==> src/rtl/debug_pkg.sv <==
// Shared constants and state encoding for the pipeline debug controller.
package debug_pkg;

    localparam logic [7:0] CMD_LOAD = 8'h4C;
    localparam logic [7:0] CMD_CONT = 8'h43;
    localparam logic [7:0] CMD_STEP = 8'h53;
    localparam logic [7:0] CMD_NEXT = 8'h4E;
    localparam logic [7:0] CMD_END  = 8'h45;

    localparam int BYTES_PER_WORD = 4;

    typedef enum logic [3:0] {
        IDLE       = 4'd0,
        LOAD_CNT   = 4'd1,
        LOAD_BYTE  = 4'd2,
        LOAD_WR    = 4'd3,
        RUN_RST    = 4'd4,
        RUN        = 4'd5,
        STEP_RST   = 4'd6,
        STEP_WAIT  = 4'd7,
        STEP_CLK   = 4'd8,
        DUMP_ADDR  = 4'd9,
        DUMP_LATCH = 4'd10,
        DUMP_SEND  = 4'd11,
        DUMP_WAIT  = 4'd12
    } state_t;

endpackage

==> src/rtl/dump_serializer.sv <==
// Splits a loaded word into bytes, MSB first, over the UART TX start/done handshake.
// Latency: first tx_start one cycle after load; o_done is combinational with the last tx_done.
// Backpressure: each byte is held on o_tx_data until TX acknowledges it with i_tx_done.
module dump_serializer
    import debug_pkg::*;
#(
    parameter int NB_WORD = 32,
    parameter int NB_BYTE = 8
) (
    input  logic               i_clk,
    input  logic               i_reset,
    input  logic               i_load,
    input  logic [NB_WORD-1:0] i_word,
    input  logic               i_tx_done,
    output logic [NB_BYTE-1:0] o_tx_data,
    output logic               o_tx_start,
    output logic               o_done
);

    localparam int NB_CNT = $clog2(BYTES_PER_WORD);

    logic [NB_WORD-1:0] shreg;
    logic [NB_CNT-1:0]  byte_cnt;
    logic               waiting;
    logic               byte_acked;

    // A done coinciding with the start pulse belongs to no byte of ours.
    assign byte_acked = waiting && !o_tx_start && i_tx_done;
    assign o_done     = byte_acked && (byte_cnt == NB_CNT'(BYTES_PER_WORD - 1));

    always_ff @(posedge i_clk) begin
        if (i_reset) begin
            shreg      <= '0;
            byte_cnt   <= '0;
            waiting    <= 1'b0;
            o_tx_data  <= '0;
            o_tx_start <= 1'b0;
        end else begin
            o_tx_start <= 1'b0;
            if (i_load) begin
                o_tx_data  <= i_word[NB_WORD-1 -: NB_BYTE];
                shreg      <= i_word << NB_BYTE;
                byte_cnt   <= '0;
                waiting    <= 1'b1;
                o_tx_start <= 1'b1;
            end else if (byte_acked) begin
                if (o_done) begin
                    waiting <= 1'b0;
                end else begin
                    byte_cnt   <= byte_cnt + NB_CNT'(1);
                    o_tx_data  <= shreg[NB_WORD-1 -: NB_BYTE];
                    shreg      <= shreg << NB_BYTE;
                    o_tx_start <= 1'b1;
                end
            end
        end
    end

endmodule

==> src/rtl/debug_unit.sv <==
// UART debug controller: loads imem, runs/steps the pipeline, dumps regs and dmem to host.
// Latency: commands act the cycle after i_rx_done; halt stops clk_en combinationally.
// Backpressure: dump bytes wait on i_tx_done; RX bytes outside IDLE/LOAD/STEP_WAIT are dropped.
module debug_unit
    import debug_pkg::*;
#(
    parameter int NB_REG      = 32,
    parameter int NB_DATA     = 8,
    parameter int N_REGS      = 32,
    parameter int N_MEM_WORDS = 32,
    parameter int INST_WORDS  = 128
) (
    input  logic               i_clk,
    input  logic               i_reset,
    input  logic [NB_DATA-1:0] i_rx_data,
    input  logic               i_rx_done,
    input  logic               i_tx_done,
    output logic [NB_DATA-1:0] o_tx_data,
    output logic               o_tx_start,
    input  logic               i_halt,
    input  logic [NB_REG-1:0]  i_dunit_reg,
    input  logic [NB_REG-1:0]  i_dunit_mem_data,
    output logic               o_dunit_clk_en,
    output logic               o_dunit_reset_pc,
    output logic               o_dunit_w_mem,
    output logic [NB_REG-1:0]  o_dunit_addr,
    output logic [NB_REG-1:0]  o_dunit_data_if,
    output logic [3:0]         o_state
);

    localparam int N_DUMP = N_REGS + N_MEM_WORDS;
    localparam int NB_IDX = $clog2(N_DUMP + 1);
    localparam int NB_CNT = $clog2(BYTES_PER_WORD);

    state_t                     state;
    logic [NB_DATA-1:0]         load_n;
    logic [NB_DATA-1:0]         word_idx;
    logic [NB_CNT-1:0]          byte_cnt;
    logic [NB_REG-NB_DATA-1:0]  asm_word;
    logic [NB_IDX-1:0]          dump_idx;
    logic                       step_mode;

    logic [NB_REG-1:0]          asm_next;
    logic [NB_REG-1:0]          load_addr;
    logic [NB_REG-1:0]          next_dump_addr;
    logic [NB_REG-1:0]          dump_word;
    logic                       last_dump;
    logic                       ser_done;

    // Registers are addressed by index, data memory by byte address.
    function automatic logic [NB_REG-1:0] dump_addr(input logic [NB_IDX-1:0] idx);
        if (idx < NB_IDX'(N_REGS))
            return NB_REG'(idx);
        return NB_REG'(idx - NB_IDX'(N_REGS)) * NB_REG'(BYTES_PER_WORD);
    endfunction

    assign asm_next       = {asm_word, i_rx_data};
    assign load_addr      = (NB_REG'(word_idx) % NB_REG'(INST_WORDS)) * NB_REG'(BYTES_PER_WORD);
    assign next_dump_addr = dump_addr(dump_idx + NB_IDX'(1));
    assign dump_word      = (dump_idx < NB_IDX'(N_REGS)) ? i_dunit_reg : i_dunit_mem_data;
    assign last_dump      = (dump_idx == NB_IDX'(N_DUMP - 1));

    // Gate is combinational so the cycle in which halt rises is not clocked.
    assign o_dunit_clk_en = ((state == RUN) && !i_halt) || (state == STEP_CLK);
    assign o_state        = state;

    dump_serializer #(
        .NB_WORD (NB_REG),
        .NB_BYTE (NB_DATA)
    ) u_dump_serializer (
        .i_clk      (i_clk),
        .i_reset    (i_reset),
        .i_load     (state == DUMP_LATCH),
        .i_word     (dump_word),
        .i_tx_done  (i_tx_done),
        .o_tx_data  (o_tx_data),
        .o_tx_start (o_tx_start),
        .o_done     (ser_done)
    );

    always_ff @(posedge i_clk) begin
        if (i_reset) begin
            state            <= IDLE;
            load_n           <= '0;
            word_idx         <= '0;
            byte_cnt         <= '0;
            asm_word         <= '0;
            dump_idx         <= '0;
            step_mode        <= 1'b0;
            o_dunit_reset_pc <= 1'b0;
            o_dunit_w_mem    <= 1'b0;
            o_dunit_addr     <= '0;
            o_dunit_data_if  <= '0;
        end else begin
            o_dunit_reset_pc <= 1'b0;
            o_dunit_w_mem    <= 1'b0;
            case (state)
                IDLE: begin
                    if (i_rx_done) begin
                        case (i_rx_data)
                            CMD_LOAD: state <= LOAD_CNT;
                            CMD_CONT: begin
                                state            <= RUN_RST;
                                o_dunit_reset_pc <= 1'b1;
                                step_mode        <= 1'b0;
                            end
                            CMD_STEP: begin
                                state            <= STEP_RST;
                                o_dunit_reset_pc <= 1'b1;
                                step_mode        <= 1'b1;
                            end
                            default: state <= IDLE;
                        endcase
                    end
                end
                LOAD_CNT: begin
                    if (i_rx_done) begin
                        load_n   <= i_rx_data;
                        word_idx <= '0;
                        byte_cnt <= '0;
                        state    <= (i_rx_data == '0) ? IDLE : LOAD_BYTE;
                    end
                end
                LOAD_BYTE: begin
                    if (i_rx_done) begin
                        asm_word <= asm_next[NB_REG-NB_DATA-1:0];
                        if (byte_cnt == NB_CNT'(BYTES_PER_WORD - 1)) begin
                            o_dunit_w_mem   <= 1'b1;
                            o_dunit_addr    <= load_addr;
                            o_dunit_data_if <= asm_next;
                            byte_cnt        <= '0;
                            state           <= LOAD_WR;
                        end else begin
                            byte_cnt <= byte_cnt + NB_CNT'(1);
                        end
                    end
                end
                LOAD_WR: begin
                    word_idx <= word_idx + NB_DATA'(1);
                    state    <= (word_idx + NB_DATA'(1) == load_n) ? IDLE : LOAD_BYTE;
                end
                RUN_RST: state <= RUN;
                RUN: begin
                    if (i_halt) begin
                        dump_idx     <= '0;
                        o_dunit_addr <= '0;
                        state        <= DUMP_ADDR;
                    end
                end
                STEP_RST: state <= STEP_WAIT;
                STEP_WAIT: begin
                    if (i_rx_done) begin
                        if (i_rx_data == CMD_NEXT)
                            state <= STEP_CLK;
                        else if (i_rx_data == CMD_END)
                            state <= IDLE;
                    end
                end
                STEP_CLK: begin
                    dump_idx     <= '0;
                    o_dunit_addr <= '0;
                    state        <= DUMP_ADDR;
                end
                DUMP_ADDR:  state <= DUMP_LATCH;
                DUMP_LATCH: state <= DUMP_SEND;
                DUMP_SEND:  state <= DUMP_WAIT;
                DUMP_WAIT: begin
                    if (ser_done) begin
                        if (last_dump) begin
                            state <= (step_mode && !i_halt) ? STEP_WAIT : IDLE;
                        end else begin
                            dump_idx     <= dump_idx + NB_IDX'(1);
                            o_dunit_addr <= next_dump_addr;
                            state        <= DUMP_ADDR;
                        end
                    end else if (i_tx_done) begin
                        state <= DUMP_SEND;
                    end
                end
                default: state <= IDLE;
            endcase
        end
    end

endmodule

==> config.mk <==
export PLATFORM = sky130hd
export DESIGN_NAME = debug_unit
export DESIGN_NICKNAME = d
export VERILOG_FILES = /design/src/rtl/debug_pkg.sv /design/src/rtl/dump_serializer.sv /design/src/rtl/debug_unit.sv
export SDC_FILE = /design/constraint.sdc
export NUM_CORES = 1
export LEC_CHECK = 0
export CORE_UTILIZATION = 35
export DETAILED_ROUTE_END_ITERATION = 6
export GPL_TIMING_DRIVEN = 1
export PLACE_DENSITY = 0.7
export SLEW_MARGIN = 20
export SYNTH_ARGS = -nofsm -noshare
export SYNTH_HDL_FRONTEND = slang
export SYNTH_HIERARCHICAL = 1
export SYNTH_SLANG_ARGS = --single-unit
export TNS_END_PERCENT = 100
==> constraint.sdc <==
create_clock -name i_clk -period 2.44 [get_ports i_clk]
set_input_delay 0.732 -clock i_clk [delete_from_list [all_inputs] [get_ports i_clk]]
set_output_delay 0.732 -clock i_clk [all_outputs]
set_load 0.1 [all_outputs]
Yosys cells after proc, flatten, opt, wreduce, memory -nomap -nowiden
Index checks and enable logic that the tools add are counted.
{"block": "classes", "addsub": 5, "n_lt_le_gt_ge": 2, "n_eq_ne": 32, "mux": 51, "bitwise_logic": 4, "n_reduce_logical": 33}
{"operator": "$mux W32", "n": 11}
{"operator": "$pmux W32 S4", "n": 1}
{"operator": "$pmux W4 S13", "n": 1}
{"operator": "$mux W4", "n": 11}
{"operator": "$eq A8 B7 Y1 const B", "n": 5}
{"operator": "$mux W8", "n": 4}
{"operator": "$mux W7", "n": 3}
{"operator": "$pmux W7 S3", "n": 1}
{"operator": "$eq A4 B4 Y1 const B", "n": 5}
{"operator": "$eq A4 B3 Y1 const B", "n": 4}
{"operator": "$ne A2 B2 Y1 const B", "n": 8}
{"operator": "$pmux W8 S2", "n": 1}
{"operator": "$lt A7 B6 Y1 const B", "n": 2}
{"operator": "$reduce_and A2 Y1", "n": 6}
{"operator": "$mux W2", "n": 5}
{"operator": "$reduce_bool A2 Y1", "n": 5}
{"operator": "$mux W1", "n": 9}
{"operator": "$pmux W3 S3", "n": 1}
{"operator": "$reduce_and A3 Y1", "n": 3}
{"operator": "$add A8 B1 Y8 const B", "n": 1}
{"operator": "$eq A4 B2 Y1 const B", "n": 2}
{"operator": "$eq A8 B8 Y1", "n": 1}
{"operator": "$logic_not A8 Y1", "n": 1}
{"operator": "$reduce_and A8 Y1", "n": 1}
{"operator": "22 further kinds", "n": 35}
{"block": "totals", "reg_bits": 156, "out_inout_bits": 80}

Longest topological paths before layout
Gate-level depths: netlist of the first run.
{"block": "logic_depth", "depth_word": 7, "mapped_depth": 9, "depth_no_buf": 8}

By module
The synthesis of the first run kept the hierarchy.
{"module": "debug_unit", "n_inst": 1, "cells_each": 636, "area_per_inst_um2": 5012.3, "seq_area_each_um2": 1941.9}
{"module": "dump_serializer", "n_inst": 1, "cells_each": 180, "area_per_inst_um2": 1659.1, "seq_area_each_um2": 720.7}

Worst setup path after synthesis of the first run
No wires, ideal clock.
{"block": "synth_path", "path_type": "reg-to-output", "start": "register state[3] (netlist: o_state[3])", "end": "output port o_dunit_clk_en", "arrival_time_ns": 2.766, "required_ns": 1.708, "path_slack_ns": -1.058, "path_stages_with_launch": 4, "path_buffers": 0, "path_cell_list": "dfxtp_1 -> nand2b_1 -> o22a_1 -> nor2_1"}
{"block": "synth_via", "elab_chain_len": 3, "elab_cells_between_ends": 4, "cone_classes": "eq/ne: 2; reduce/logical: 2"}
{"element": "start, declared", "line_no": "debug_unit.sv:35", "text": "state_t state;"}
{"element": "start signal, assigned", "line_no": "debug_unit.sv:121", "text": "state <= (i_rx_data == '0) ? IDLE : LOAD_BYTE;"}
{"element": "start signal, assigned", "line_no": "debug_unit.sv:140", "text": "state <= (word_idx + NB_DATA'(1) == load_n) ? IDLE : LOAD_BYTE;"}
{"element": "start signal, assigned", "line_no": "debug_unit.sv:170", "text": "state <= (step_mode && !i_halt) ? STEP_WAIT : IDLE;"}
{"element": "$eq A4 B3 Y1", "line_no": "debug_unit.sv:64", "text": "assign o_dunit_clk_en = ((state == RUN) && !i_halt) || (state == STEP_CLK);"}
{"element": "$logic_and A1 B1 Y1", "line_no": "debug_unit.sv:64"}
{"element": "$logic_or A1 B1 Y1 (*)", "line_no": "debug_unit.sv:64"}
{"element": "end, declared", "line_no": "debug_unit.sv:23", "text": "output logic o_dunit_clk_en,"}
Every way passes the cells marked *; elsewhere a longest branch is shown, timed or not.

Final worst setup path of the first run
Same ends and word-level chain as after synthesis.

==> impl_metrics.yaml, run 1 <==
outcome:
  status: "complete, no violations"
worst_setup_path:
  crit_family: "flip-flops"
  path_max_fanout: 15
  cp.required_ps: 1710
  cp_num_buf_inv: 1
  worstSetupEndpointType: "output pin"
  crit_arrival_ps: 1580
  crit_chain: "nand3b_1 > o22a_1 > nor2_4 > buf_12"
  max_stage_delay_ps: 400
  worstSetupStartpointType: "flip-flop"
  cp_slowest_cell: "dfxtp_4"
  worstSetupPathType: "reg -> out"
die:
  rows: 50
  io_pins: 157
  coreArea_um2: 18700
  dieArea_um2: 19600
  initial_utilization_pct: 35.7
  die_w_um: 140
  die_y_um: 140
logic_synthesis:
  ys_seq_area_share_pct: 39.9
  synth_top_area_share_pct: 39.9
  async_flop_share_pct: 0
  synth-seq-cells: 133
  synth_most_common_cell: "nand2_1"
  syn-cell-area_um2: 6670
  avgSynthCellArea_um2: 8.18
  ys.flop_type: "dfxtp_1"
  synth_edf_count: 0
  synthTopCellsByArea: "dfxtp_1, nand2_1, a21oi_1, mux2_2, nor3_1"
  synth_cell_types: 64
  synth_warnings: 6
  synth_common_cells: "nand2_1, dfxtp_1, a21oi_1"
  synth_area_leader_cell: "dfxtp_1"
  postSynthCellCount: 816
route:
  dr.pass1.iters: 5
  routed_wl_um: 17200
  drc_errors: 0
  wire_per_inst_um: 14.4
  vias: 6072
  routed_via_density: 5.08
  ant_nets: 0
  drt_iter0_markers: 309
cells_and_area:
  area_growth_syn_to_layout_pct: 34.1
  diodes: 0
  instances_no_fill: 1196
  fin_area_um2: 8950
  nNetsFinal: 1030
  drive_gt1_share_pct: 20.7
  final_core_util_pct: 47.8
sta:
  rsz0062_at_grt: "no"
  whs_ps: 454
  setup_tns_ps: 0
  fin_skew_ps: 6.74
  drv_slew: 0
  hold_viol_final: 0
  fin_crit_ps: 2310
  finalCritPeriodShare_pct: 94.6
  finalSetupViolCount: 0
  max_freq_mhz: 433
grt:
  grt_pass1_vias: 5529
  grt_max_degree: 68
  grtUsageTotal_pct: 17.8
  antenna_found_initial: 0
  grt-ovfl-total: 0
  grt_first_pass_wirelength_um: 27900
pwr:
  p_comb_share_pct: 7.3
  p_switching_mw: 1.21
  ir_worst_vdd_v: 0.000503
  switching_share_pct: 21.5
  p_leak_nw: 3.37
  internal_power_mw: 4.40
  pwr_density_cell_nw_per_um2: 627
  pwr-share-seq_pct: 38.7
  clkPwrFrac_pct: 54.0
placement:
  numPortBuffers: 133
  placed_cells: 1164
  place_congestion: 0.835
  dp_hpwl_um: 11900
  place_area_um2: 8230
run:
  max-cap-violations: 0
cts:
  path_clk_slew_ps: 50
  cts_root_buffer: "clkbuf_16"
  clk_latency_ps: 420
  cts_num_sinks: 133
  clockBufferDepth: 2
  cts_hold_buf: 0
  numCtsBuffers: 17
  cts_max_level: 4
  cts_tree: "done"
min_path:
  hp-class: "reg -> reg"
==> per-stage QoR <==
step,total power [mW],worst slack [ps]
after global placement,2.63,-124
after CTS,5.68,21.6
final,5.61,131
after global routing,5.79,66.4
after detailed placement,2.63,-113
after floorplan,2.48,79.4
==> routing by layer <==
metal  vias up  part of all wire [%]  global-route usage (%)
met5         -                     0                       0
li1       3089                     -                       -
met2       161                    46                    27.8
met3        19                   5.0                    4.82
met1      2803                    47                    23.7
met4         0                   1.3                    5.21
==> power groups by stage <==
stage	Clock, mW	Sequential [mW]	Combinational (mW)
2_1_floorplan	0	2.22	0.261
3_3_place_gp	0	2.22	0.410
3_5_place_dp	0	2.22	0.412
4_1_cts	3.09	2.17	0.411
5_1_grt	3.19	2.17	0.431
6_report	3.03	2.17	0.411
==> kinds of logic (layout without fill, tap and decap cells) <==
family | after synthesis | count (layout) | share of synthesized area, %
compound gates | 173 | 173 | 18.0
other cells | 1 | 23 | 0.0562
flops | 133 | 133 | 39.9
buf+inv | 103 | 227 | 8.18
xor+xnor | 15 | 15 | 1.97
mux | 44 | 44 | 7.22
simple gates | 343 | 343 | 23.9
fa+ha+maj | 4 | 4 | 0.750
==> layout by cell type (no fill, tap or decap), types with 9 or more instances in the layout <==
| cell type | Yosys | routed |
|---|---|---|
| nand2_1 | 142 | 142 |
| xnor2_1 | 9 | 9 |
| a21oi_1 | 86 | 86 |
| clkbuf_16 | 0 | 17 |
| nor2_1 | 67 | 65 |
| dfxtp_1 | 133 | 129 |
| mux2_2 | 33 | 33 |
| mux2i_1 | 11 | 11 |
| o21ai_0 | 14 | 14 |
| inv_1 | 14 | 14 |
| a2111oi_2 | 14 | 14 |
| nor3_1 | 52 | 51 |
| nand3_1 | 23 | 23 |
| conb_1 | 1 | 23 |
| clkdlybuf4s50_1 | 0 | 74 |
| buf_12 | 0 | 9 |
| nor2b_1 | 12 | 12 |
| buf_4 | 26 | 97 |
==> sequential cells by signal, summed over array words and instances (netlist names) <==
name and flops:
o_dunit_reset_pc 1, o_state 4, o_dunit_w_mem 1, o_dunit_addr 9, step_mode 1, u_dump_serializer/shreg 24
u_dump_serializer/waiting 1, u_dump_serializer/o_tx_data 8, load_n 8, byte_cnt 2, o_dunit_data_if 32, dump_idx 7
asm_word 24, u_dump_serializer/byte_cnt 2, u_dump_serializer/o_tx_start 1, word_idx 8
==> area by class of cell <==
| cell class | count | area, um^2 |
|---|---|---|
| clock buffers | 20 | 457 |
| clock inverters | 12 | 248 |
| fillers | 1795 | 9760 |
| inverters | 14 | 52.6 |
| multi-input cells | 602 | 3570 |
| flip-flops and latches | 133 | 2670 |
| well taps | 234 | 293 |
| repair buffers | 181 | 1660 |
==> path summary, 6_finish.rpt <==
| path | slack, ps | endpoint | from | cells past startpoint |
|---|---|---|---|---|
| max | 130 | o_dunit_clk_en | o_state[3]$_SDFFE_PP0P_ | 4 |
| min | 450 | o_dunit_data_if[3]$_SDFFE_PP0P_ | o_dunit_data_if[3]$_SDFFE_PP0P_ | 2 |
| max reg2reg | 350 | o_dunit_addr[2]$_SDFFE_PP0P_ | dump_idx[2]$_SDFFE_PP0P_ | 6 |
| min reg2reg | 450 | o_dunit_data_if[3]$_SDFFE_PP0P_ | o_dunit_data_if[3]$_SDFFE_PP0P_ | 2 |
==> tightest hold or removal path, delay by kind of cell (launching register included) <==
family           cells  cell delay (ps)
flip-flops           1              300
AND/OR/NAND/NOR      1               50
AO/OA/AOI/OAI        1               50
==> what timing repair did <==
item,4_1_cts,5_1_grt
setup buffers,0,0
resized for setup,3,2
endpoints found under the setup margin,1,1
pin swaps,1,0
(Power assumes the default switching activity.)
==> run 2, diff against run 1 <==
Settings changed: CAP_MARGIN set to 0.
==> results of run 2 <==
Final layout, timing and power as in run 1 (identical DEF).
